### config.mk
export PLATFORM = sky130hd
export DESIGN_NAME = fp16_norm_round
export DESIGN_NICKNAME = d
export VERILOG_FILES = /design/src/rtl/fp16_pkg.sv /design/src/rtl/fp_lzd12.sv /design/src/rtl/fp16_norm_round.sv
export SDC_FILE = /design/constraint.sdc
export NUM_CORES = 1
export LEC_CHECK = 0
export ABC_AREA = 1
export CAP_MARGIN = 20
export CORE_MARGIN = 2
export CORE_UTILIZATION = 50
export CTS_BUF_LIST = sky130_fd_sc_hd__clkbuf_16
export CTS_CLUSTER_DIAMETER = 60
export CTS_CLUSTER_SIZE = 14
export DETAILED_ROUTE_END_ITERATION = 10
export PLACE_DENSITY = 0.75
export SLEW_MARGIN = 40
export SYNTH_ARGS = -nofsm -noshare
export SYNTH_HDL_FRONTEND = slang
export SYNTH_SLANG_ARGS = --single-unit
### constraint.sdc
create_clock -name clk -period 3.4 [get_ports clk]
set_input_delay 0.34 -clock clk [delete_from_list [all_inputs] [get_ports clk]]
set_output_delay 0.34 -clock clk [all_outputs]
set_load 0.02 [all_outputs]
### src/rtl/fp16_pkg.sv
// Shared FP16 types and constants for the adder datapath.
// Holds the packed FP16 word layout and the special encodings.
package fp16_pkg;

  typedef struct packed {
    logic       sign;
    logic [4:0] exp;
    logic [9:0] mant;
  } fp16_t;

  localparam logic [4:0]  FP16_EXP_BIAS = 5'd15;
  localparam logic [4:0]  FP16_EXP_MAX  = 5'd31;
  localparam logic [15:0] FP16_POS_INF  = 16'h7C00;
  localparam logic [15:0] FP16_ZERO     = 16'h0000;

endpackage

### src/rtl/fp_lzd12.sv
// 12-bit leading-one detector: o_cnt = 11 - msb index, o_zero when empty.
// Ports: i_d data in, o_cnt left-shift count, o_zero all-zero flag.
module fp_lzd12 (
  input  logic [11:0] i_d,
  output logic [3:0]  o_cnt,
  output logic        o_zero
);

  // Scan upward so the highest set bit wins.
  always_comb begin
    o_cnt = 4'd0;
    for (int i = 0; i < 12; i++) begin
      if (i_d[i]) o_cnt = 4'(11 - i);
    end
  end

  assign o_zero = ~|i_d;

endmodule

### src/rtl/fp16_norm_round.sv
// FP16 normalize/round/pack: S1 normalizes, S2 rounds RNE and packs.
// Ports: clk, rst (sync, high), in_* valid/ready input bundle,
// out_valid/out_ready/out_fp16 result. Define FP16_NORM_EXC_FLAGS_EN
// to add out_flags[2:0] = {overflow, underflow, inexact}.
module fp16_norm_round
  import fp16_pkg::*;
#(
  parameter int FRAC_W = 13,
  parameter int EXP_W  = 5,
  parameter int MANT_W = 10
) (
  input  logic              clk,
  input  logic              rst,
  input  logic              in_valid,
  output logic              in_ready,
  input  logic              in_sign,
  input  logic [FRAC_W-1:0] in_frac,
  input  logic [EXP_W-1:0]  in_exp,
  input  logic              in_sticky,
  output logic              out_valid,
  input  logic              out_ready,
  output logic [15:0]       out_fp16
`ifdef FP16_NORM_EXC_FLAGS_EN
  ,
  output logic [2:0]        out_flags
`endif
);

  logic [3:0]        w_k;
  logic              w_lz_zero;
  logic              w_zero;
  logic [10:0]       w_n;
  logic signed [6:0] w_e;
  logic              w_st;
  logic              w_s1_adv;

  logic              r_s1_valid;
  logic              r_s1_sign;
  logic              r_s1_zero;
  logic [10:0]       r_s1_n;
  logic signed [6:0] r_s1_e;
  logic              r_s1_st;
  logic              r_s2_valid;
  logic [15:0]       r_out;

  fp_lzd12 u_lzd (
    .i_d    (in_frac[11:0]),
    .o_cnt  (w_k),
    .o_zero (w_lz_zero)
  );

  assign w_zero = w_lz_zero & ~in_frac[12];

  // The leading one (n[11]) is implicit and not stored.
  always_comb begin
    w_n  = 11'(in_frac[11:0] << w_k);
    w_e  = 7'({2'b00, in_exp}) - 7'({3'b000, w_k});
    w_st = in_sticky;
    if (in_frac[12]) begin
      w_n  = in_frac[11:1];
      w_e  = 7'({2'b00, in_exp}) + 7'd1;
      w_st = in_sticky | in_frac[0];
    end
  end

  logic              w_g;
  logic              w_up;
  logic [MANT_W:0]   w_msum;
  logic signed [6:0] w_e2;
  logic              w_flush;
  logic              w_inf;
  fp16_t             w_res;

  assign w_g    = r_s1_n[0];
  assign w_up   = w_g & (r_s1_st | r_s1_n[1]);
  assign w_msum = {1'b0, r_s1_n[10:1]} + 11'(w_up);
  // Mantissa carry wraps to zero and bumps the exponent.
  assign w_e2    = r_s1_e + 7'(w_msum[MANT_W]);
  assign w_flush = (w_e2 <= 7'sd0);
  assign w_inf   = (w_e2 >= $signed({2'b00, FP16_EXP_MAX}));

  always_comb begin
    w_res = {r_s1_sign, w_e2[4:0], w_msum[MANT_W-1:0]};
    if (r_s1_zero)    w_res = FP16_ZERO;
    else if (w_flush) w_res = {r_s1_sign, 15'h0};
    else if (w_inf)   w_res = FP16_POS_INF | {r_s1_sign, 15'h0};
  end

  assign w_s1_adv  = ~r_s2_valid | out_ready;
  assign in_ready  = ~r_s1_valid | w_s1_adv;
  assign out_valid = r_s2_valid;
  assign out_fp16  = r_out;

  always_ff @(posedge clk) begin
    if (rst) begin
      r_s1_valid <= 1'b0;
      r_s1_sign  <= 1'b0;
      r_s1_zero  <= 1'b0;
      r_s1_n     <= '0;
      r_s1_e     <= '0;
      r_s1_st    <= 1'b0;
      r_s2_valid <= 1'b0;
      r_out      <= '0;
    end else begin
      if (in_ready) r_s1_valid <= in_valid;
      if (in_valid && in_ready) begin
        r_s1_sign <= in_sign;
        r_s1_zero <= w_zero;
        r_s1_n    <= w_n;
        r_s1_e    <= w_e;
        r_s1_st   <= w_st;
      end
      if (w_s1_adv) begin
        r_s2_valid <= r_s1_valid;
        if (r_s1_valid) r_out <= w_res;
      end
    end
  end

`ifdef FP16_NORM_EXC_FLAGS_EN
  logic       w_ovf;
  logic       w_unf;
  logic       w_inx;
  logic [2:0] r_flags;

  assign w_ovf = ~r_s1_zero & ~w_flush & w_inf;
  assign w_unf = ~r_s1_zero & w_flush;
  assign w_inx = w_g | r_s1_st | w_ovf | w_unf;

  always_ff @(posedge clk) begin
    if (rst) begin
      r_flags <= '0;
    end else if (w_s1_adv && r_s1_valid) begin
      r_flags <= {w_ovf, w_unf, w_inx};
    end
  end

  assign out_flags = r_flags;
`endif

endmodule

==> impl_metrics.csv <==
group,metric,value,unit
pwr,netSwitchingFraction,29.1,%
global_routing,grt_pass1_wl,10.7,mm
yosys,synthFlopType,"dfxtp_1",
routing,ant_nets,0,
pwr,p_clk_share,35.3,%
worst_setup_path,critPathLaunch,"r_s1_n[1]",
routing,post_drt_wl_per_cell,12.7,um
yosys,synth_nets,429,
job,max_cap_viol_count,0,
floorplanning,fp.dieW,76.5,um
timing,max_clock_freq,311,MHz
worst_setup_path,worstPathArrival,3.43,ns
timing,finalSetupViolations,0,
clock_network,root_buffer,"clkbuf_16",
yosys,synth_area_per_cell,6.67,um^2
timing,maxSlewViolCount,0,
clock_network,cts-buffers-inserted,5,
pwr,power_density,358,mW/mm^2
timing,worstMarginPinSlew,0.561,ns
finish,nFillCells,477,
worst_setup_path,timing.rr.start,"r_s1_n[1]",
clock_network,clk_pin_slew_worst_paths,0.05,ns
pwr,p_comb_share,23.1,%
yosys,synth_area_leader_cell,"dfxtp_1",
floorplanning,die-area,0.00585,mm^2
routing,first_pass_iters,4,
worst_setup_path,worstPathMaxFanout,4,
finish,area.growth.synth_to_final,30.0,%
pwr,power.total,1.22,mW
yosys,synth_area,0.00263,mm^2
finish,final_nets,473,
routing,drt_iter0_drc,134,
timing,slew_headroom,62.5,%
floorplanning,chipHeight,76.5,um
global_routing,grt-ovfl-total,0,
yosys,synth_cell_types,41,
place,gp_congestion,0.957,
routing,totalWireLength,6.48,mm
global_routing,groute.usage.overall,22.2,%
worst_setup_path,end_kind,"register",
worst_hold_path,hp-start,"r_s1_sign",
run_status,outcome,"completed",
place,dpl.hpwl,4.79,mm
yosys,synthArstFlopShare,0,%
yosys,seq_area_frac_synth,29.7,%
worst_setup_path,ff2ff_setup_slack,0.18,ns
clock_network,clockBufferDepth,2,
finish,fin_area,0.00341,mm^2
global_routing,grt_max_degree,26,
floorplanning,initial_utilization,51.8,%
routing,dr_total_vias,2715,
yosys,synth_edf_count,0,
floorplanning,design.core.area,0.00507,mm^2
clock_network,cts_sinks,39,
pwr,p_int,0.865,mW
global_routing,grt_pass1_vias,2458,
yosys,synth.ff_latch_count,39,
timing,min_period,3.22,ns
timing,period_share,94.7,%
pwr,leakagePower,1.45,nW
pwr,peakVddDrop,0.225,mV
finish,antenna_cells,0,
clock_network,ctsHoldBuffers,0,
pwr,p_seq_share,41.6,%
global_routing,antenna_found_initial,0,
yosys,yosys_warnings,0,
floorplanning,rows,26,
place,placed_cell_area,0.00311,mm^2
floorplanning,io_pins,42,
finish,drive_above_1_share,13.4,%
routing,viasPerCell,5.33,
place,port_buffers,41,
pwr,p_sw,0.356,mW
yosys,synth_top_area_share,29.7,%
yosys,ys_top_cells_by_area,"dfxtp_1, nand2_1, a21oi_1",
worst_setup_path,worst-setup-path-type,"register to register",
clock_network,cts.htree.levels,2,
routing,drc_errors,0,
clock_network,clock_latency,0.28,ns
worst_hold_path,hold_class,"register to register",
timing,hold_violations,0,
timing,clock-skew-final,0.00366,ns
worst_setup_path,worstSetupStartpointType,"register",
yosys,syn_inst,394,
clock_network,cts_tree,"built",
worst_setup_path,required,3.61,ns
## critical path: stages (launching register included)
cell     delay (ns)
dfxtp_2        0.33
o21a_1         0.12
ha_2           0.16
ha_2           0.17
nand2_1        0.08
nor2_1         0.10
inv_1          0.08
nor2_2         0.12
nand2_2        0.09
nor2_4         0.14
nand3_2        0.11
nor2_4         0.16
ha_4           0.15
ha_4           0.15
nand3_4        0.09
nor2_2         0.12
nand2_1        0.08
xor2_2         0.19
nand2_2        0.10
a31oi_4        0.22
buf_6          0.14
o21ai_0        0.09
a21oi_1        0.16
## path summary, 6_finish.rpt
kind / cells after the start / end
hold / removal: 2 / out_fp16[15]
setup / recovery: 22 / out_fp16[11]
setup reg to reg: 22 / out_fp16[11]
hold reg to reg: 2 / out_fp16[15]
## power groups by stage
stage	registers [mW]	logic, mW	clock network [mW]
6_report	0.508	0.281	0.431
5_1_grt	0.512	0.314	0.458
4_1_cts	0.504	0.264	0.437
3_5_place_dp	0.513	0.260	0
3_3_place_gp	0.512	0.257	0
2_1_floorplan	0.517	0.168	0
## placed cells by master, fill, tap and decap left out, types with 2 or more instances in the layout
cell type / synthesis / final
ha_2: 0 / 2
clkbuf_16: 0 / 5
inv_1: 42 / 43
nand2_1: 94 / 92
dfxtp_1: 39 / 37
xor2_2: 0 / 4
a21oi_2: 3 / 4
buf_6: 1 / 3
nor2_2: 0 / 2
nor2_1: 23 / 19
nand3_1: 37 / 36
o211ai_1: 4 / 4
clkdlybuf4s50_1: 0 / 41
nor3_1: 3 / 3
ha_1: 10 / 6
inv_2: 4 / 4
nand3_2: 5 / 5
nand2_2: 3 / 5
dfxtp_2: 0 / 2
ha_4: 0 / 2
o21ai_0: 25 / 25
nand4_1: 10 / 10
o21a_1: 2 / 2
buf_4: 1 / 7
clkinv_1: 1 / 3
o21ai_1: 4 / 3
a31oi_1: 3 / 3
xor2_1: 6 / 2
nor2_4: 1 / 3
a21oi_1: 44 / 43
## area by class of cell
type | instances | area [um^2] | area share, %
inverters | 47 | 176 | 5.17
clock buffers | 5 | 125 | 3.66
flip-flops and latches | 39 | 783 | 22.9
multi-input cells | 294 | 1730 | 50.8
well taps | 70 | 87.6 | 2.57
repair buffers | 51 | 497 | 14.5
clock inverters | 3 | 11.3 | 0.330
## flip-flops by register name (all words and copies together), names as in the netlist
register and flops:
r_s1_sign 1, r_s1_e 7, r_s1_st 1, r_s1_valid 1, out_valid 1, r_s1_n 11, out_fp16 16, r_s1_zero 1
## per-layer routing
layer / track usage [%] / wire length, um / up-vias
li1: - / - / 1403
met1: 28.4 / 2980 / 1228
met2: 35.7 / 3040 / 69
met3: 4.38 / 271 / 15
met4: 10.7 / 179 / 0
met5: 0 / 0 / -
## synth_stat cells, drive strengths merged, types with 4 or more instances
master / count
ha: 10
a21oi: 47
xor2: 6
nand4: 10
inv: 46
nand2: 99
o211ai: 4
dfxtp: 39
clkbuf: 11
o21ai: 29
nor2: 24
nand3: 42
nor3: 4
a31oi: 5
## cell families (layout without fill, tap and decap cells)
| kind of cell | count (synthesis) | count (layout) | share of synthesized area (%) |
|---|---|---|---|
| flops | 39 | 39 | 29.7 |
| compound gates | 91 | 91 | 19.5 |
| fa+ha+maj | 11 | 11 | 5.53 |
| simple gates | 184 | 184 | 33.1 |
| xor+xnor | 8 | 8 | 2.95 |
| buf+inv | 61 | 106 | 9.15 |
## metrics by stage
step                setup TNS [ns]  worst slack (ns)  std cells  util [%]  hold WS [ns]
finish                           0             0.181        509      67.3         0.457
global route                -0.185           -0.0470        509      67.3         0.484
CTS                              0            0.0345        506      64.3         0.458
detailed placement          -0.341           -0.0661        498      61.3         0.451
global placement                 0             0.185        498      61.3         0.450
floorplan                        0             0.481        394         -         0.439
## timing repair
| item | CTS | global route |
|---|---|---|
| pin swaps | 0 | 5 |
| gates resized for setup | 2 | 29 |
| hold endpoints to repair | 0 | 0 |
| buffers inserted | 0 | 2 |
| cloned | 0 | 1 |
| endpoints found under the setup margin | 10 | 15 |
Power figures use the tool's default switching activity.
